### config.mk
export PLATFORM = sky130hd
export DESIGN_NAME = branch_ctrl
export DESIGN_NICKNAME = d
export VERILOG_FILES = /design/src/rtl/branch_ctrl.sv
export SDC_FILE = /design/constraint.sdc
export NUM_CORES = 1
export LEC_CHECK = 0
export ABC_AREA = 1
export CORE_MARGIN = 2
export CORE_UTILIZATION = 35
export CTS_CLUSTER_SIZE = 24
export DETAILED_ROUTE_END_ITERATION = 8
export DONT_BUFFER_PORTS = 1
export HOLD_SLACK_MARGIN = 0.02
export RECOVER_POWER = 50
export SYNTH_ARGS = -nofsm -noshare
export SYNTH_HDL_FRONTEND = slang
export SYNTH_SLANG_ARGS = --single-unit
### constraint.sdc
create_clock -name clk -period 2.6 [get_ports clk]
set_input_delay 0.39 -clock clk [delete_from_list [all_inputs] [get_ports clk]]
set_output_delay 0.39 -clock clk [all_outputs]
set_load 0.03 [all_outputs]
### src/rtl/branch_ctrl.sv
// branch_ctrl: ID-stage branch resolution, operand-hazard stall,
// 2-bit BHT prediction for IF, one-cycle redirect/flush on mispredict.
// Ports:
//   clk, rst_n                 clock, async active-low reset
//   if_pc / if_pred_taken      BHT lookup for fetch
//   id_valid, id_is_branch     ID instruction qualifiers
//   id_funct3, id_pc, id_imm   branch fields
//   id_pred_taken              prediction carried from IF
//   hz_busy                    operands not yet forwardable
//   cmp_func / cmp_taken       comparator select and result
//   stall, flush               pipeline control
//   redirect_valid/_pc         corrected fetch PC
//   branch_cnt, mispred_cnt    saturating statistics
module branch_ctrl #(
   parameter int XLEN      = 32,
   parameter int BHT_IDX_W = 4,
   parameter int CNT_W     = 16
) (
   input  logic             clk,
   input  logic             rst_n,
   input  logic [XLEN-1:0]  if_pc,
   output logic             if_pred_taken,
   input  logic             id_valid,
   input  logic             id_is_branch,
   input  logic [2:0]       id_funct3,
   input  logic [XLEN-1:0]  id_pc,
   input  logic [XLEN-1:0]  id_imm,
   input  logic             id_pred_taken,
   input  logic             hz_busy,
   output logic [3:0]       cmp_func,
   input  logic             cmp_taken,
   output logic             stall,
   output logic             flush,
   output logic             redirect_valid,
   output logic [XLEN-1:0]  redirect_pc,
   output logic [CNT_W-1:0] branch_cnt,
   output logic [CNT_W-1:0] mispred_cnt
);

   typedef enum logic [1:0] {
      S_IDLE,
      S_WAIT,
      S_REDIR
   } state_t;

   localparam int BHT_N = 2 ** BHT_IDX_W;

   state_t state, state_nx;

   logic [1:0]           bht [BHT_N];
   logic                 legal;
   logic                 resolve;
   logic                 mispred;
   logic                 stall_c;
   logic                 redir_q;
   logic [XLEN-1:0]      target;
   logic [BHT_IDX_W-1:0] rd_idx;
   logic [BHT_IDX_W-1:0] wr_idx;
   logic                 unused_ok;

   assign rd_idx    = if_pc[BHT_IDX_W+1:2];
   assign wr_idx    = id_pc[BHT_IDX_W+1:2];
   assign unused_ok = ^{if_pc[XLEN-1:BHT_IDX_W+2], if_pc[1:0]};

   always_comb begin
      legal = 1'b0;
      if (id_valid && id_is_branch) begin
         case (id_funct3)
            3'b000, 3'b001,
            3'b100, 3'b101: legal = 1'b1;
            default:        legal = 1'b0;
         endcase
      end
   end

   assign cmp_func = legal ? {1'b0, id_funct3} : 4'b1111;
   assign mispred  = cmp_taken != id_pred_taken;
   assign target   = cmp_taken ? id_pc + id_imm
                               : id_pc + XLEN'(4);

   // WAIT only differs from IDLE in that it remembers a stall
   // is in progress; a branch that disappears simply drops out.
   always_comb begin
      state_nx = state;
      stall_c  = 1'b0;
      resolve  = 1'b0;
      unique case (state)
         S_IDLE, S_WAIT: begin
            state_nx = S_IDLE;
            if (legal) begin
               if (hz_busy) begin
                  stall_c  = 1'b1;
                  state_nx = S_WAIT;
               end else begin
                  resolve  = 1'b1;
                  state_nx = mispred ? S_REDIR : S_IDLE;
               end
            end
         end
         S_REDIR: state_nx = S_IDLE;
         default: state_nx = S_IDLE;
      endcase
   end

   // Gate with reset so stall releases the moment reset asserts.
   assign stall          = stall_c & rst_n;
   assign flush          = redir_q;
   assign redirect_valid = redir_q;
   assign if_pred_taken  = bht[rd_idx][1];

   always_ff @(posedge clk or negedge rst_n) begin
      if (!rst_n) begin
         state       <= S_IDLE;
         redir_q     <= 1'b0;
         redirect_pc <= '0;
         branch_cnt  <= '0;
         mispred_cnt <= '0;
      end else begin
         state   <= state_nx;
         redir_q <= resolve & mispred;
         if (resolve && mispred)
            redirect_pc <= target;
         if (resolve && branch_cnt != '1)
            branch_cnt <= branch_cnt + CNT_W'(1);
         if (resolve && mispred && mispred_cnt != '1)
            mispred_cnt <= mispred_cnt + CNT_W'(1);
      end
   end

   always_ff @(posedge clk or negedge rst_n) begin
      if (!rst_n) begin
         for (int i = 0; i < BHT_N; i++)
            bht[i] <= 2'b01;
      end else if (resolve) begin
         if (cmp_taken) begin
            if (bht[wr_idx] != 2'b11)
               bht[wr_idx] <= bht[wr_idx] + 2'b01;
         end else begin
            if (bht[wr_idx] != 2'b00)
               bht[wr_idx] <= bht[wr_idx] - 2'b01;
         end
      end
   end

endmodule
## Yosys cells after proc, flatten, opt, wreduce, memory -nomap -nowiden

Index checks and enable logic that the tools add are counted.

| storage, ports and cells | value |
|---|---|
| bits in registers | 99 |
| output and inout bits | 72 |
| input port bits | 106 |
| logic and storage cells | 82 |

| operators by class | value |
|---|---|
| reduce and logical (&&, ||, !) cells | 12 |
| bitwise operators | 4 |
| add/subtract/negate cells | 6 |
| multiplexer cells | 27 |
| equality and inequality tests | 9 |
| $lt $le $gt $ge | 3 |

Operators with widths:

| kind | count |
|---|---|
| 32-bit two-way mux | 4 |
| 32-bit bitwise mux | 2 |
| 16-bit by 1-bit adder with 16-bit output (second input constant) | 2 |
| 32-bit by 3-bit adder with 32-bit output (second input constant) | 1 |
| 32-bit adder | 1 |
| 16-bit inequality test (second input constant) | 2 |
| 2-bit two-way mux | 9 |
| 2-bit binary-select mux with 4-bit select | 2 |
| 5-bit >= comparator (second input constant) | 2 |
| 4-bit inverter with 5-bit output | 2 |
| 2-bit demux with 4-bit select | 1 |
| 1-bit two-way mux | 8 |
| 3-bit equality test (second input constant) | 2 |
| 1-bit logical AND | 5 |
| 5-bit by 1-bit < comparator with 1-bit output (second input constant) | 1 |
| 4-bit two-way mux | 1 |
| 2-bit nonzero test | 2 |
| 4-bit OR reduction | 1 |
| 3-bit by 1-bit equality test with 1-bit output (second input constant) | 1 |
| 3-bit logical NOT | 1 |
| 3-bit AND reduction | 1 |
| 2-bit by 1-bit adder with 2-bit output (second input constant) | 1 |
| 1-bit bitwise AND | 2 |
| 2-bit by 1-bit equality test with 1-bit output (second input constant) | 1 |
| other kinds (6) | 6 |

## Depth between registers and ports, before layout

Gate-level depths: netlist of the first run.

| logic depth | value |
|---|---|
| depth in word-level cells | 8 |
| depth in mapped cells | 17 |
| depth with buffers taken out | 16 |

## Worst setup path before layout of the first run

Ideal clock, no wire load.

| timing path | value |
|---|---|
| kind | input-to-reg |
| from | in id_pc[2] |
| to | reg bht[9] (netlist bit) |
| library setup time | 128 ps |
| path slack | 233 ps |
| stages on the path | 14 |
| data required time | 2472 ps |
| data arrival time | 2240 ps |
| cells stage by stage | buf_2 -> nand2_1 -> a32o_1 -> nand2_1 -> nand2_2 -> nor2_4 -> buf_6 -> inv_2 -> ha_1 -> mux2i_1 -> nand2_1 -> inv_2 -> nand3_1 -> mux2_1 |

| on the way | value |
|---|---|
| cells in the longest elaborated chain, start to end | 8 |

RTL lines:

| element | RTL line | RTL |
|---|---|---|
| start: declaration | 26 | `input logic [XLEN-1:0] id_pc,` |
| 4-bit inverter with 5-bit output (implied by the code) (*) | n/a |  |
| 2-bit binary-select mux with 4-bit select, or another cell as far along | n/a |  |
| 2-bit two-way mux (implied by the code) or 1-bit logical AND (tied branches) | n/a |  |
| 2-bit two-way mux, on equally long branches | n/a |  |
| 2-bit by 1-bit subtractor with 2-bit output, or another cell as far along | 140 | `bht[wr_idx] <= bht[wr_idx] - 2'b01;` |
| 32-bit bitwise mux, on equally long branches | 140, 137 |  |
| 32-bit two-way mux, on equally long branches | 139, 136 |  |
| 32-bit two-way mux | 135 | `if (cmp_taken) begin` |
| end signal: indexed assignment | 137 | `bht[wr_idx] <= bht[wr_idx] + 2'b01;` |
| end signal: indexed assignment | 140 |  |
| end: declaration | 50 | `logic [1:0] bht [BHT_N];` |

Every way passes the cells marked *; elsewhere a longest branch is shown, timed or not. The select of a mux whose other input is x is not followed.
A chain may end at the register's enable or synchronous reset.

==> results of run 1 <==
report_power, final:
group	switching, mW	internal, mW	leakage, nW
clock	0.674	0.665	0.125
sequential	0.644	1.78	1.20
combinational	0.634	0.406	2.88
Yosys cell counts (all sizes together):
cell type,instances
a32oi,1
nor4,1
nand4,16
a21oi,91
dfstp,16
mux2i,3
clkinv,2
fa,1
a31oi,7
nand3,58
ha,39
nor2,140
xor2,33
and2,2
and3,1
a21o,2
nor3,25
o21bai,3
nand2,389
nor3b,1
buf,13
o21ai,70
a32o,3
inv,159
or2,2
dfrtp,82
clkbuf,8
mux2,2
o211ai,3
xnor2,16
nand3b,13
o21a,2
area by class of cell:
| class | instances | area [sq um] | area share (%) |
|---|---|---|---|
| inverters | 161 | 604 | 7.06 |
| multi-input cells | 924 | 4750 | 55.5 |
| flip-flops and latches | 98 | 2470 | 28.9 |
| well taps | 285 | 357 | 4.16 |
| clock buffers | 10 | 229 | 2.67 |
| repair buffers | 13 | 97.6 | 1.14 |
| clock inverters | 6 | 52.6 | 0.614 |
logic make-up (layout without fill, tap and decap cells):
logic type | after synthesis | in the layout | synth area share, %
simple gates | 648 | 648 | 35.0
compound gates | 182 | 182 | 12.5
buf+inv | 182 | 190 | 8.96
flops | 98 | 98 | 31.1
xor+xnor | 49 | 49 | 5.39
fa+ha+maj | 40 | 40 | 6.38
mux | 5 | 5 | 0.660
through the flow:
stage | worst slack [ns] | cells
detailed placement | 0.223 | 1481
global route | 0.0382 | 1497
global placement | 0.283 | 1481
floorplan | 0.233 | 1204
CTS | 0.268 | 1497
finish | 0.280 | 1497
routing by layer:
| metal | up-vias | global-route usage [%] | wire (um) | share of wire (%) |
|---|---|---|---|---|
| met3 | 33 | 4.88 | 1470 | 6.0 |
| met4 | 0 | 5.91 | 508 | 2.1 |
| met2 | 194 | 34.2 | 11300 | 46 |
| met5 | - | 0 | 0 | 0 |
| li1 | 3869 | - | - | - |
| met1 | 3480 | 26.8 | 11100 | 45 |
path summary, 6_finish.rpt:
| kind | from | to | slack, ns | cells past startpoint |
|---|---|---|---|---|
| hold / removal | rst_n | redirect_pc[4] | -0.27 | 0 |
| max in group asynchronous | rst_n | asynchronous set/reset pin | 2.65 | 0 |
| setup / recovery | register | bht[21] | 0.28 | 13 |
| min in group clk | id_pc[0] | redirect_pc[0] | 0.19 | 2 |
| setup reg to reg | register | bht[21] | 0.28 | 13 |
| hold reg to reg | register | register | 0.48 | 2 |
what timing repair did:
action,4_1_cts,5_1_grt
resized for setup,0,0
setup buffers,0,0
hold endpoints to repair,98,98
==> results.cfg, run 1 <==
[synthesis]
ys_types = 47
syn_area_sq_mm = 0.00796
yosys-top-cells-area = dfrtp_1 26%, nand2_1 18%, inv_1 6.9%
synth_top_cell_area_share_pct = 25.8
synth_top_cell_by_area = dfrtp_1
yosysWarnings = 0
synthCells = 1204
seq_area_frac_synth_pct = 31.1
synth_area_per_cell_sq_um = 6.61
syn-num-nets = 1350
synth-seq-cells = 98

[global_routing]
grt_pass1_vias = 7237
grt_usage_pct = 20.6
grt-ovfl-total = 0
grt_pass1_wl_um = 38700
grt_max_degree = 100
antenna_found_initial = 0

[floorplan]
die_w_um = 155
std_cell_rows = 55
num_io_pins = 178
start_util_pct = 35.4
die_h_um = 155
fp.dieArea_sq_mm = 0.0240
core_area_sq_mm = 0.0225

[clocking]
clkSinkCount = 98
htree_num_levels = 3
cts_buffers = 9
clk_pin_slew_ns = 0.08
clock_path_buffers = 2
clkLatencyLatePin_ns = 0.35
cts_tree = done
cts-root-buf = clkbuf_16

[power_and_ir_drop]
max-vdd-ir-drop_uv = 310
power_density_mw_per_mm2 = 560
finalPower_mw = 4.80
leakage_nw = 4.20

[final_layout]
layout_commonest_cell = nand2_1
utilization_pct = 38.1
nets = 1353
antennaDiodeCount = 0
nFillCells = 2417
syn_to_final_growth_pct = 7.63
drive_gt1_share_pct = 7.43
final_cell_mix = 381 x nand2_1, 147 x inv_1, 130 x nor2_1, 91 x a21oi_1, 82 x dfrtp_1
design_area_sq_mm = 0.00856

[drt]
drt-initial-drc-count = 415
drt_pre_antenna_iters = 4
ant_nets = 0
totalWireLength_um = 24400
via_per_inst = 5.06
via_count = 7576
drcViolationCount = 0
wire_per_inst_um = 16.3

[critical_path]
crit_slowest_cell = dfstp_2
cp_cell_sequence = nand2_1, a32o_1, nand2_1, o21ai_1, nor2_4, inv_2, ha_1, mux2i_1, nand2_1, nor2_1, nand2_1, nand2_1, o21ai_1
arrival_ns = 2.55
cp.required_ns = 2.83
cp_top_family = simple AND/OR/NAND/NOR gates
path_buf_inv = 1
criticalPathCategory = register to register
max_stage_delay_ns = 0.53
cp_common_cell = nand2_1
crit_fanout = 4
start_kind = register
endpoint_kind = register

[timing]
fmax_mhz = 431
setup_viol = 0
relSlewSlack_pct = 62.2
post-route-period-util_pct = 89.2
whs_ns = -0.273
worst_pin_slew_ns = 0.567
skew_ns = 0.0121
post-route-min-period_ns = 2.32
hold_viol_final = 98
final.setup.tns_ns = 0
finalMaxSlewViolations = 0
rsz0062_at_grt = no

[placement]
io_buffer_count = 0
dpl-instance-area_sq_mm = 0.00830
hpwlAfterDp_um = 19300
gp_congestion = 0.910

[min_path]
hold_class = input port to asynchronous set/reset pin

[status]
violations = negative hold slack
outcome = finished with violations

[run]
max-cap-violations = 0
Power figures use the tool's default switching activity.
==> run 2, diff against run 1 <==
Settings changed: CORE_ASPECT_RATIO set to 0.6.
==> run 2 against run 1 <==
  * The flow still finishes with violations (negative hold slack)
  * First-iteration DRC count grew 57%
  * Utilization increased by 0.99 points
  * Via count up 2.0%
  * Combinational power up 5%
  * Clock power increased by 9.7%
  * Power rose by 4.2%
  * Die area increased by 0.16%
  * Sequential share of layout area down 0.32 points
  * Flip-flop and latch count stayed put
  * Clock skew is 0.0022 ns lower
  * Global-route usage rose by 1.8 points
==> results.cfg, run 2 (same netlist as run 1, synthesis figures left out) <==
[run]
max-cap-violations = 0

[critical_path]
criticalPathCategory = register to register
endpoint_kind = register
cp_cell_sequence = nand2_1, a32oi_1, o21ai_1, nor2_4, inv_2, ha_1, mux2i_1, nand2_1, nor2_1, buf_4, nand2_1, nand2_1, o21ai_1
max_stage_delay_ns = 0.54
start_kind = register
arrival_ns = 2.64
cp_top_family = simple AND/OR/NAND/NOR gates
cp_common_cell = nand2_1
cp.required_ns = 2.85
crit_slowest_cell = dfstp_2
crit_fanout = 5
path_buf_inv = 2

[clocking]
clock_path_buffers = 2
clkSinkCount = 98
ctsResizeCount = 0
cts_buffers = 9
htree_num_levels = 3
cts_tree = done
post-cts-setup-buffer-count = 0
clkLatencyLatePin_ns = 0.36
cts-root-buf = clkbuf_16
clk_pin_slew_ns = 0.08

[drt]
wire_per_inst_um = 17.4
totalWireLength_um = 26600
ant_nets = 0
drt_pre_antenna_iters = 5
via_count = 7728
drt-initial-drc-count = 650
via_per_inst = 5.06
drcViolationCount = 0

[final_layout]
drive_gt1_share_pct = 7.88
final_cell_mix = 381 x nand2_1, 147 x inv_1, 131 x nor2_1, 91 x a21oi_1, 82 x dfrtp_1
syn_to_final_growth_pct = 8.84
antennaDiodeCount = 0
nFillCells = 2379
layout_commonest_cell = nand2_1
nets = 1359
utilization_pct = 39.0

[placement]
gp_congestion = 0.918
io_buffer_count = 0
hpwlAfterDp_um = 21600

[global_routing]
grt_usage_pct = 22.4
grt_pass1_vias = 6920
grt-ovfl-total = 0
antenna_found_initial = 0
grt_pass1_wl_um = 40200
grt_max_degree = 100

[timing]
relSlewSlack_pct = 56.1
whs_ns = -0.290
hold_viol_final = 98
final.setup.tns_ns = 0
worst_pin_slew_ns = 0.658
post-route-period-util_pct = 91.9
skew_ns = 0.00996
post-route-min-period_ns = 2.39
finalMaxSlewViolations = 0
fmax_mhz = 418
rsz0062_at_grt = no
setup_viol = 0

[power_and_ir_drop]
max-vdd-ir-drop_uv = 347
power_density_mw_per_mm2 = 578
leakage_nw = 4.24

[floorplan]
die_h_um = 121
die_w_um = 199
start_util_pct = 35.9
std_cell_rows = 42
core_area_sq_mm = 0.0222
fp.dieArea_sq_mm = 0.0240
num_io_pins = 178

[status]
violations = negative hold slack
outcome = finished with violations

[min_path]
hold_class = input port to asynchronous set/reset pin
run 2: worst register-to-register path: stages (launching register included):
cell	delay, ns
dfstp_2	0.54
nand2_1	0.06
a32oi_1	0.27
o21ai_1	0.15
nor2_4	0.16
inv_2	0.04
ha_1	0.18
mux2i_1	0.12
nand2_1	0.11
nor2_1	0.24
buf_4	0.17
nand2_1	0.11
nand2_1	0.08
o21ai_1	0.06
run 2: through the flow:
step                      std cells  cell area (sq um)  setup WS [ns]  hold WS [ns]  total power [mW]
after global routing           1526               8660         0.0767        -0.311              5.27
after CTS                      1526               8700          0.246        -0.293              5.01
final                          1526               8660          0.210        -0.290              5.00
after detailed placement       1510               8380          0.138        0.0968              3.54
after floorplan                1204               7960          0.233        0.0944              3.18
after global placement         1510               8380          0.147        0.0964              3.53
run 2: area by class of cell:
class / count / area (sq um) / share of cell area (%)
multi-input cells: 924 / 4730 / 54.7
flip-flops and latches: 98 / 2470 / 28.6
inverters: 161 / 604 / 6.98
well taps: 308 / 385 / 4.45
clock buffers: 9 / 225 / 2.60
repair buffers: 19 / 143 / 1.65
clock inverters: 7 / 95.1 / 1.10
run 2: routing by layer:
metal / routed length (um) / vias up / GRT usage (%)
li1: - / 3871 / -
met1: 13100 / 3519 / 34.0
met2: 9460 / 324 / 28.2
met3: 3810 / 14 / 10.6
met4: 231 / 0 / 3.40
met5: 0 / - / 0
run 2: power by group:
group	total (mW)	internal (mW)	leakage (nW)	switching (mW)
clock	1.47	0.776	0.150	0.696
sequential	2.44	1.78	1.20	0.660
combinational	1.09	0.417	2.89	0.678
total	5.00	2.97	4.24	2.03
run 2: final timing paths:
path | depth (start not counted) | start | slack (ns) | to
max in group asynchronous | 0 | rst_n | 2.65 | asynchronous set/reset pin
hold reg to reg | 2 | register | 0.47 | register
min in group clk | 2 | id_pc[1] | 0.18 | redirect_pc[1]
setup reg to reg | 13 | register | 0.21 | bht[5]
hold / removal | 0 | rst_n | -0.29 | branch_cnt[15]
setup / recovery | 13 | register | 0.21 | bht[5]
==> run 3, diff against run 2 <==
Settings changed: CORE_UTILIZATION 35 to 60, PLACE_DENSITY set to 0.76, SKIP_CTS_REPAIR_TIMING set to 1.
==> run 3 against run 2 <==
  * The run still ends with negative hold slack left
  * Clock skew rose by 0.0019 ns
  * Critical path depth up 2
  * Flip-flop and latch count is the same
  * Sequential share of layout area up 0.63 points
  * Count of clock-buffer cells in the layout unchanged
  * Critical path type unchanged
  * Largest cell class unchanged
==> results.cfg, run 3 (same netlist as run 1, synthesis figures left out) <==
[final_layout]
antennaDiodeCount = 0
final_cell_mix = 381 x nand2_1, 147 x inv_1, 130 x nor2_1, 91 x a21oi_1, 82 x dfrtp_1
drive_gt1_share_pct = 7.74
design_area_sq_mm = 0.00847
layout_commonest_cell = nand2_1
nets = 1356
stdcell_count = 1385
syn_to_final_growth_pct = 6.48

[drt]
ant_nets = 0
via_count = 7818
drt-initial-drc-count = 663
via_per_inst = 5.64
totalWireLength_um = 23500
drt_pre_antenna_iters = 7
wire_per_inst_um = 17.0
drcViolationCount = 0

[power_and_ir_drop]
max-vdd-ir-drop_uv = 405
power_density_mw_per_mm2 = 583
finalPower_mw = 4.94
leakage_nw = 4.23

[min_path]
hold_class = input port to asynchronous set/reset pin

[global_routing]
grt_pass1_vias = 7120
grt_usage_pct = 33.8
grt_pass1_wl_um = 37900
grt-ovfl-total = 0
grt_max_degree = 100
antenna_found_initial = 0

[critical_path]
ff2ff_setup_slack_ns = 0.23
criticalPathCategory = register to register
start_kind = register
cp.required_ns = 2.82
arrival_ns = 2.59
endpoint_kind = register
crit_fanout = 5

[timing]
whs_ns = -0.279
finalMaxSlewViolations = 0
hold_viol_final = 98
relSlewSlack_pct = 56.4
rsz0062_at_grt = no
fmax_mhz = 422
final.setup.tns_ns = 0
post-route-min-period_ns = 2.37
post-route-period-util_pct = 91.1
worst_pin_slew_ns = 0.647
skew_ns = 0.0118
setup_viol = 0

[clocking]
htree_num_levels = 3
clk_pin_slew_ns = 0.08
clock_path_buffers = 2
cts-root-buf = clkbuf_16
clkLatencyLatePin_ns = 0.35
clkSinkCount = 98
cts_tree = done
cts_buffers = 9

[floorplan]
core_area_sq_mm = 0.0129
std_cell_rows = 32
die_h_um = 93.2
start_util_pct = 61.7
fp.dieArea_sq_mm = 0.0142
num_io_pins = 178
die_w_um = 153

[placement]
io_buffer_count = 0
gp_congestion = 0.973
dp_cells = 1369
hpwlAfterDp_um = 18700
dpl-instance-area_sq_mm = 0.00818

[status]
violations = negative hold slack
outcome = finished with violations

[run]
max-cap-violations = 0
-- run 3: cell count changes in the layout (fill, tap and decap cells not counted) --
cell,before,now
nor2_4,6,7
buf_4,19,16
nor2_1,131,130
-- run 3: metal layers --
layer | vias to the layer above | global-route usage [%] | wire, um
li1 | 3862 | - | -
met1 | 3534 | 49.7 | 11000
met2 | 396 | 47.2 | 8870
met3 | 26 | 13.7 | 3470
met4 | 0 | 5.17 | 233
met5 | - | 0 | 0
-- run 3: path summary, 6_finish.rpt --
kind                          start                         end  cells after the start
max reg2reg                register                      bht[3]                     15
max in group asynchronous     rst_n  asynchronous set/reset pin                      0
min reg2reg                register                    register                      2
max                        register                      bht[3]                     15
min                           rst_n              redirect_pc[0]                      0
min in group clk           id_pc[0]              redirect_pc[0]                      2
-- run 3: cell type report --
type                            count  area (sq um)
Clock buffer                        9           225
Tap cell                          170           213
Fill cell                        1186          4420
Timing Repair Buffer               16           120
Inverter                          161           604
Clock inverter                      7          95.1
Multi-Input combinational cell    924          4740
Sequential cell                    98          2470
-- run 3: where the power goes --
part / switching [mW] / internal [mW] / leakage (nW)
Combinational: 0.664 / 0.404 / 2.88
Clock: 0.672 / 0.776 / 0.150
Sequential: 0.649 / 1.78 / 1.20
Total: 1.98 / 2.96 / 4.23
-- run 3: worst max-delay path, cell delays in order, from the launching register on --
cell and delay [ns]:
dfstp_2 0.53, nand2_1 0.06, a32o_1 0.25, nand2_1 0.09, o21ai_1 0.11, nor2_4 0.14, inv_2 0.04, ha_1 0.18
mux2i_1 0.12, nand2_1 0.11, inv_2 0.11, nand2_1 0.08, clkinv_1 0.11, nand2_1 0.14, nand2_1 0.09, o21ai_1 0.05
-- run 3: metrics by stage --
step	util [%]	setup slack (ns)
2_1_floorplan	-	0.233
5_1_grt	65.7	0.0347
3_3_place_gp	63.5	0.190
3_5_place_dp	63.5	0.154
4_1_cts	65.9	0.266
6_report	65.7	0.232
